[src/rtl/imm_gen_pipe.sv]
// imm_gen_pipe -- pipelined RISC-V immediate generator for the decode stage.
//
// Takes one 32-bit instruction plus its PC per valid/ready handshake and
// extracts the sign-extended immediate (I, S, B, U, J formats), widened to
// XLEN. It also produces the PC-relative target for B, J and AUIPC, flags
// unknown opcodes, and counts accepted illegal instructions (saturating).
// Results sit in a 2-entry skid buffer (main + skid), so in_ready depends
// only on the state register and not on out_ready.
//
// Parameters
//   XLEN       datapath width of pc/imm/target (32 or 64)
//   ENABLE_UJ  1: decode LUI/AUIPC/JAL/JALR; 0: those opcodes are illegal
//
// Ports
//   clk, reset          rising-edge clock, synchronous active-high reset
//   in_valid/in_ready   input handshake
//   in_instr, in_pc     instruction word and its PC
//   out_valid/out_ready output handshake
//   out_imm             sign-extended immediate
//   out_fmt             0 NONE, 1 I, 2 S, 3 B, 4 U, 5 J
//   out_target          pc + imm for B, J, AUIPC; otherwise 0
//   out_illegal         opcode not recognised
//   illegal_count       saturating count of accepted illegal instructions
module imm_gen_pipe #(
    parameter int XLEN      = 32,
    parameter bit ENABLE_UJ = 1'b1
) (
    input  logic            clk,
    input  logic            reset,
    input  logic            in_valid,
    output logic            in_ready,
    input  logic [31:0]     in_instr,
    input  logic [XLEN-1:0] in_pc,
    output logic            out_valid,
    input  logic            out_ready,
    output logic [XLEN-1:0] out_imm,
    output logic [2:0]      out_fmt,
    output logic [XLEN-1:0] out_target,
    output logic            out_illegal,
    output logic [15:0]     illegal_count
);

    localparam logic [2:0] FMT_NONE = 3'd0;
    localparam logic [2:0] FMT_I    = 3'd1;
    localparam logic [2:0] FMT_S    = 3'd2;
    localparam logic [2:0] FMT_B    = 3'd3;
    localparam logic [2:0] FMT_U    = 3'd4;
    localparam logic [2:0] FMT_J    = 3'd5;

    typedef struct packed {
        logic [XLEN-1:0] imm;
        logic [XLEN-1:0] target;
        logic [2:0]      fmt;
        logic            illegal;
    } res_t;

    typedef enum logic [1:0] {EMPTY, ONE, TWO} state_t;

    // ------------------------------------------------------------------
    // Decode (combinational, on the offered instruction)
    // ------------------------------------------------------------------
    logic [31:0]     imm32;
    logic [XLEN-1:0] imm_x;
    logic [2:0]      dec_fmt;
    logic            dec_illegal;
    logic            dec_pcrel;
    res_t            dec;

    always_comb begin
        imm32       = '0;
        dec_fmt     = FMT_NONE;
        dec_illegal = 1'b0;
        dec_pcrel   = 1'b0;
        case (in_instr[6:0])
            7'b0010011, 7'b0000011: begin
                dec_fmt = FMT_I;
                imm32   = {{20{in_instr[31]}}, in_instr[31:20]};
            end
            7'b1100111: begin
                // JALR: target needs rs1, which is not available here
                if (ENABLE_UJ) begin
                    dec_fmt = FMT_I;
                    imm32   = {{20{in_instr[31]}}, in_instr[31:20]};
                end else begin
                    dec_illegal = 1'b1;
                end
            end
            7'b0100011: begin
                dec_fmt = FMT_S;
                imm32   = {{20{in_instr[31]}}, in_instr[31:25], in_instr[11:7]};
            end
            7'b1100011: begin
                dec_fmt   = FMT_B;
                dec_pcrel = 1'b1;
                imm32     = {{19{in_instr[31]}}, in_instr[31], in_instr[7],
                             in_instr[30:25], in_instr[11:8], 1'b0};
            end
            7'b0110111, 7'b0010111: begin
                if (ENABLE_UJ) begin
                    dec_fmt   = FMT_U;
                    dec_pcrel = in_instr[5] == 1'b0;  // AUIPC only, not LUI
                    imm32     = {in_instr[31:12], 12'b0};
                end else begin
                    dec_illegal = 1'b1;
                end
            end
            7'b1101111: begin
                if (ENABLE_UJ) begin
                    dec_fmt   = FMT_J;
                    dec_pcrel = 1'b1;
                    imm32     = {{11{in_instr[31]}}, in_instr[31], in_instr[19:12],
                                 in_instr[20], in_instr[30:21], 1'b0};
                end else begin
                    dec_illegal = 1'b1;
                end
            end
            7'b0110011: ;  // R-type: no immediate, still legal
            default: dec_illegal = 1'b1;
        endcase
    end

    // Every immediate's MSB is instr[31], so widening imm32 is a plain sext.
    generate
        if (XLEN > 32) begin : g_sext
            assign imm_x = {{(XLEN-32){imm32[31]}}, imm32};
        end else begin : g_nosext
            assign imm_x = imm32;
        end
    endgenerate

    always_comb begin
        dec.imm     = imm_x;
        dec.target  = dec_pcrel ? (in_pc + imm_x) : '0;
        dec.fmt     = dec_fmt;
        dec.illegal = dec_illegal;
    end

    // ------------------------------------------------------------------
    // Skid buffer control
    // ------------------------------------------------------------------
    state_t state_q, state_d;
    res_t   main_q, skid_q;
    logic   accept, deliver;
    logic   load_main, load_skid, main_from_skid;

    assign in_ready  = (state_q != TWO) && !reset;
    assign out_valid = (state_q != EMPTY);
    assign accept    = in_valid && in_ready;
    assign deliver   = out_valid && out_ready;

    always_comb begin
        state_d        = state_q;
        load_main      = 1'b0;
        load_skid      = 1'b0;
        main_from_skid = 1'b0;
        case (state_q)
            EMPTY: begin
                if (accept) begin
                    load_main = 1'b1;
                    state_d   = ONE;
                end
            end
            ONE: begin
                if (accept && deliver) begin
                    load_main = 1'b1;          // replace in place, no bubble
                end else if (accept) begin
                    load_skid = 1'b1;
                    state_d   = TWO;
                end else if (deliver) begin
                    state_d   = EMPTY;
                end
            end
            TWO: begin
                if (deliver) begin
                    main_from_skid = 1'b1;
                    state_d        = ONE;
                end
            end
            default: state_d = EMPTY;
        endcase
    end

    always_ff @(posedge clk) begin
        if (reset) begin
            state_q       <= EMPTY;
            main_q        <= '0;
            skid_q        <= '0;
            illegal_count <= '0;
        end else begin
            state_q <= state_d;
            if (load_main)      main_q <= dec;
            if (main_from_skid) main_q <= skid_q;
            if (load_skid)      skid_q <= dec;
            if (accept && dec.illegal && (illegal_count != 16'hFFFF))
                illegal_count <= illegal_count + 16'd1;
        end
    end

    assign out_imm     = main_q.imm;
    assign out_target  = main_q.target;
    assign out_fmt     = main_q.fmt;
    assign out_illegal = main_q.illegal;

endmodule

[config.mk]
export PLATFORM = sky130hd
export DESIGN_NAME = imm_gen_pipe
export DESIGN_NICKNAME = d
export VERILOG_FILES = /design/src/rtl/imm_gen_pipe.sv
export SDC_FILE = /design/constraint.sdc
export NUM_CORES = 1
export LEC_CHECK = 0
export CORE_UTILIZATION = 55
export DETAILED_ROUTE_END_ITERATION = 6
export PLACE_DENSITY = 0.92
export SYNTH_ARGS = -nofsm -noshare
export SYNTH_HDL_FRONTEND = slang
export SYNTH_SLANG_ARGS = --single-unit
[constraint.sdc]
create_clock -name clk -period 12.11 [get_ports clk]
set_input_delay 2.422 -clock clk [delete_from_list [all_inputs] [get_ports clk]]
set_output_delay 2.422 -clock clk [all_outputs]
set_load 0.005 [all_outputs]
* Word level (Yosys, flattened, before mapping)
Index checks and enable logic that the tools add are counted.
Word-level totals: logic and storage cells 65, input bits 68, flip-flop bits (word level) 154
Cells by class: equality and inequality tests 17, reductions and logical operators 15, bitwise logic cells 1, muxes and demuxes 20, $add $sub $neg 2
Operators with widths (count):
- 32-bit case mux with 5 select lines | 1
- 68-bit 2-to-1 mux | 2
- 32-bit adder | 1
- 32-bit 2-to-1 mux | 1
- 7-bit by 6-bit equality test with 1-bit output (second input constant) | 3
- 7-bit equality test (second input constant) | 3
- 16-bit by 1-bit adder with 16-bit output (second input constant) | 1
- 16-bit inequality test (second input constant) | 1
- 3-bit case mux with 5 select lines | 1
- 7-bit by 5-bit equality test with 1-bit output (second input constant) | 2
- 2-bit 2-to-1 mux | 5
- 9-bit OR reduction | 1
- 2-bit inequality test (second input constant) | 4
- 7-bit by 2-bit equality test with 1-bit output (second input constant) | 1
- 1-bit 2-to-1 mux | 7
- 1-bit logical AND | 6
- 2-bit case mux with 3 select lines | 1
- 1-bit case mux with 2 select lines | 2
- 4-bit AND reduction | 1
- 2-bit nonzero test | 2
- 2-bit OR reduction | 2
- 3-bit inequality test (second input constant) | 1
- 3-bit OR reduction | 1
- 2-bit by 1-bit equality test with 1-bit output (second input constant) | 1
- 4 further kinds | 4

* Longest topological paths before layout
word-level depth 8, gate-level depth with buffers 17, gate-level depth less buffers 15

* Worst setup path before layout
OpenSTA, ideal clock, no wires.
path type input to register, from in in_instr[2], to reg skid_q[32] (netlist name), setup time 117 ps, buffers on the path 1, slack 6540 ps, data required time 11993 ps, stages 15, arrival 5453 ps, path through buf_6 -> or3_1 -> or2_1 -> a21oi_2 -> or2_4 -> and2_1 -> ha_1 -> a21oi_2 -> inv_2 -> o31a_1 -> a31oi_4 -> nor3_1 -> o41a_1 -> xor2_1 -> a22o_1
RTL lines:
- start: declaration | line 32 | input logic [31:0] in_instr,
- end signal: assignment | line 187 | skid_q <= '0;
- end signal: assignment | line 193 | if (load_skid) skid_q <= dec;
- end: declaration | line 142 | res_t main_q, skid_q;

==> run summary <==
CTS Buf Count -> 17
Final Hold Viols -> 0
Top_reg_cell synth -> dfxtp_1
DRT Pass-1 Iters -> 5
Detailed Route Iter0 Violations -> 686
Die Span X -> 123 um
Post-synth top cells -> dfxtp_1 (154), nand2_1 (115), a21oi_1 (114), nor2_1 (103), clkbuf_1 (45)
Initial core utilization -> 57.4%
Remaining global-route overflow -> 0
Worst-path clk slew -> 0.06 ns
Num Clock Sinks -> 154
Share of layout cells above drive strength 1 -> 9.18%
Crit Path Max Fanout -> 10
Worst setup SP type -> primary input
Largest net degree at the start of global routing -> 75
Ys async rst share -> 0%
RSZ-0062 raised after global routing -> false
CP Capture Type -> register
Maximum vdd ir drop -> 0.000100 V
Final setup viols -> 0
Worst EP arrival -> 6.67 ns
Antenna Cells -> 0
Net Count, Synth -> 1077
Design Area, Final -> 10200 um^2
Power density over cell area -> 113 nW/um^2
Hold-fix buffers, CTS -> 0
Die height -> 123 um
Worst Max-Slew Pin Slew -> 1.26 ns
H-tree depth -> 4
Max Transition Viols Final -> 0
Vias -> 7944
Core area -> 14100 um^2
IO buf count -> 153
Vias in the first global route -> 7466
Sequential share of the synthesized area -> 38.1%
Rel. slew slack -> 15.9%
Yosys top cell area share -> 38.1%
MaxCap Viol Count -> 0
CTS root buf -> clkbuf_16
Fmax -> 158 MHz
Residual DRC -> 0
Worst skew pair latency -> 0.44 ns
Placed instance area -> 9670 um^2
Final hold slack -> 0.456 ns
Seq cells post-synth -> 154
Fin nets -> 1199
HPWL after DPL -> 16800 um
Leakage power -> 3.82 nW
GRT Total Usage -> 33.2%
Final WL -> 24300 um
First-pass GRT wire length -> 38600 um
Sum Neg Setup Slack -> 0 ns
CP Class -> primary input to register
Synth area leaders -> dfxtp_1 (38%), a21oi_1 (7.1%), nand2_1 (5.3%)
Worst Path Required -> 12.44 ns
Post-CTS Resized -> 0
Synthesized area -> 8090 um^2
Cells after Synth -> 976
Clock tree buffer depth -> 2
Final period util -> 52.4%
Fin crit period -> 6.34 ns
Area delta synth->final -> 26.7%
Drt via density -> 6.15
Antenna violations before repair -> 0
Final core utilization -> 72.7%
IO Pins -> 154
YS warnings -> 0
Mean Syn Cell Area -> 8.29 um^2
Fin Clk Skew -> 0.0103 ns
Most frequent cell after synthesis -> dfxtp_1
Leading area contributor after synthesis -> dfxtp_1
Post-synth EDFFs -> 0
Final GP Congestion -> 0.925
DRT antenna net count -> 0
Drt wl/cell -> 18.8 um
TritonCTS clock tree -> built
Synth cell types -> 69
Std-Cell Rows -> 43
Postcts setup bufs -> 0
Die Footprint -> 15200 um^2
Hold Path Class -> register to register
Run status -> finished, final reports clean
-- worst paths after layout --
check | slack (ns) | endpoint | start | cells past startpoint
max | 5.77 | skid_q[34]$_SDFFE_PP0P_ | in_instr[1] | 16
min | 0.46 | skid_q[35]$_SDFFE_PP0P_ | skid_q[35]$_SDFFE_PP0P_ | 2
max reg2reg | 9.47 | out_imm[26]$_SDFFE_PP0P_ | state_q[1]$_SDFFE_PP0P_ | 6
min reg2reg | 0.46 | skid_q[35]$_SDFFE_PP0P_ | skid_q[35]$_SDFFE_PP0P_ | 2
-- cell type report --
type / instances / area, um^2
clock buffers: 18 / 439
clock inverters: 14 / 138
fillers: 1035 / 3850
inverters: 19 / 71.3
multi-input cells: 744 / 4700
flip-flops and latches: 154 / 3080
well taps: 180 / 225
repair buffers: 162 / 1600
-- registers in the layout, indices dropped and copies added, names as in the netlist --
name / cells
out_imm: 32
out_illegal: 1
out_target: 32
state_q: 2
skid_q: 68
illegal_count: 16
out_fmt: 3
-- layer usage --
metal  vias to the layer above  routed length [um]  GRT usage (%)
met3                        57                2110           7.89
met2                       362               11300           54.7
met4                         0                 677           12.2
met1                      3772               10200           42.0
met5                         -                   0              0
li1                       3753                   -              -
-- worst max-delay path, stage by stage --
cell	delay [ns]
clkdlybuf4s50_1	0.50
nand2_1	0.13
or2_4	0.29
nor4b_4	0.53
nor2b_1	0.24
a22o_1	0.21
ha_1	0.23
fa_1	0.22
a21oi_1	0.09
o22ai_1	0.25
o31a_1	0.30
a31oi_4	0.15
nor3_1	0.47
a211oi_1	0.20
xnor2_1	0.19
a22o_1	0.22
-- kinds of logic after synthesis --
family,count (synthesis),share of synthesized area (%)
multiplexers,3,0.387
adder cells (fa/ha/maj),33,5.19
XOR/XNOR,41,4.53
AO/OA/AOI/OAI,321,27.4
AND/OR/NAND/NOR,346,20.2
buffers and inverters,78,4.13
flip-flops,154,38.1
-- placed cells by master, fill, tap and decap left out, types with 18 or more instances in the layout --
cell / Yosys / layout
ha_1: 32 / 32
a22oi_1: 36 / 36
a21oi_1: 114 / 114
nand3_1: 25 / 25
o21ai_0: 31 / 31
and3_1: 25 / 25
xor2_1: 18 / 18
nand2_1: 115 / 115
a22o_1: 21 / 21
clkdlybuf4s50_1: 0 / 152
inv_1: 18 / 18
xnor2_1: 22 / 22
nor2_1: 103 / 102
a21oi_2: 20 / 20
dfxtp_1: 154 / 154
-- metrics by stage --
| step | total power [mW] | instances | setup WS [ns] |
|---|---|---|---|
| floorplan | 0.594 | 976 | 6.54 |
| global route | 1.19 | 1291 | 5.47 |
| detailed placement | 0.644 | 1259 | 5.52 |
| global placement | 0.644 | 1259 | 5.61 |
| CTS | 1.16 | 1291 | 5.88 |
| finish | 1.16 | 1291 | 5.77 |
-- power breakdown --
group          internal (mW)  total [mW]  leakage, nW  switching [mW]
clock network          0.292       0.523        0.278           0.231
registers              0.510       0.513         1.24         0.00291
logic                 0.0510       0.124         2.30          0.0728
No activity file was read; power rests on OpenSTA's default activity.
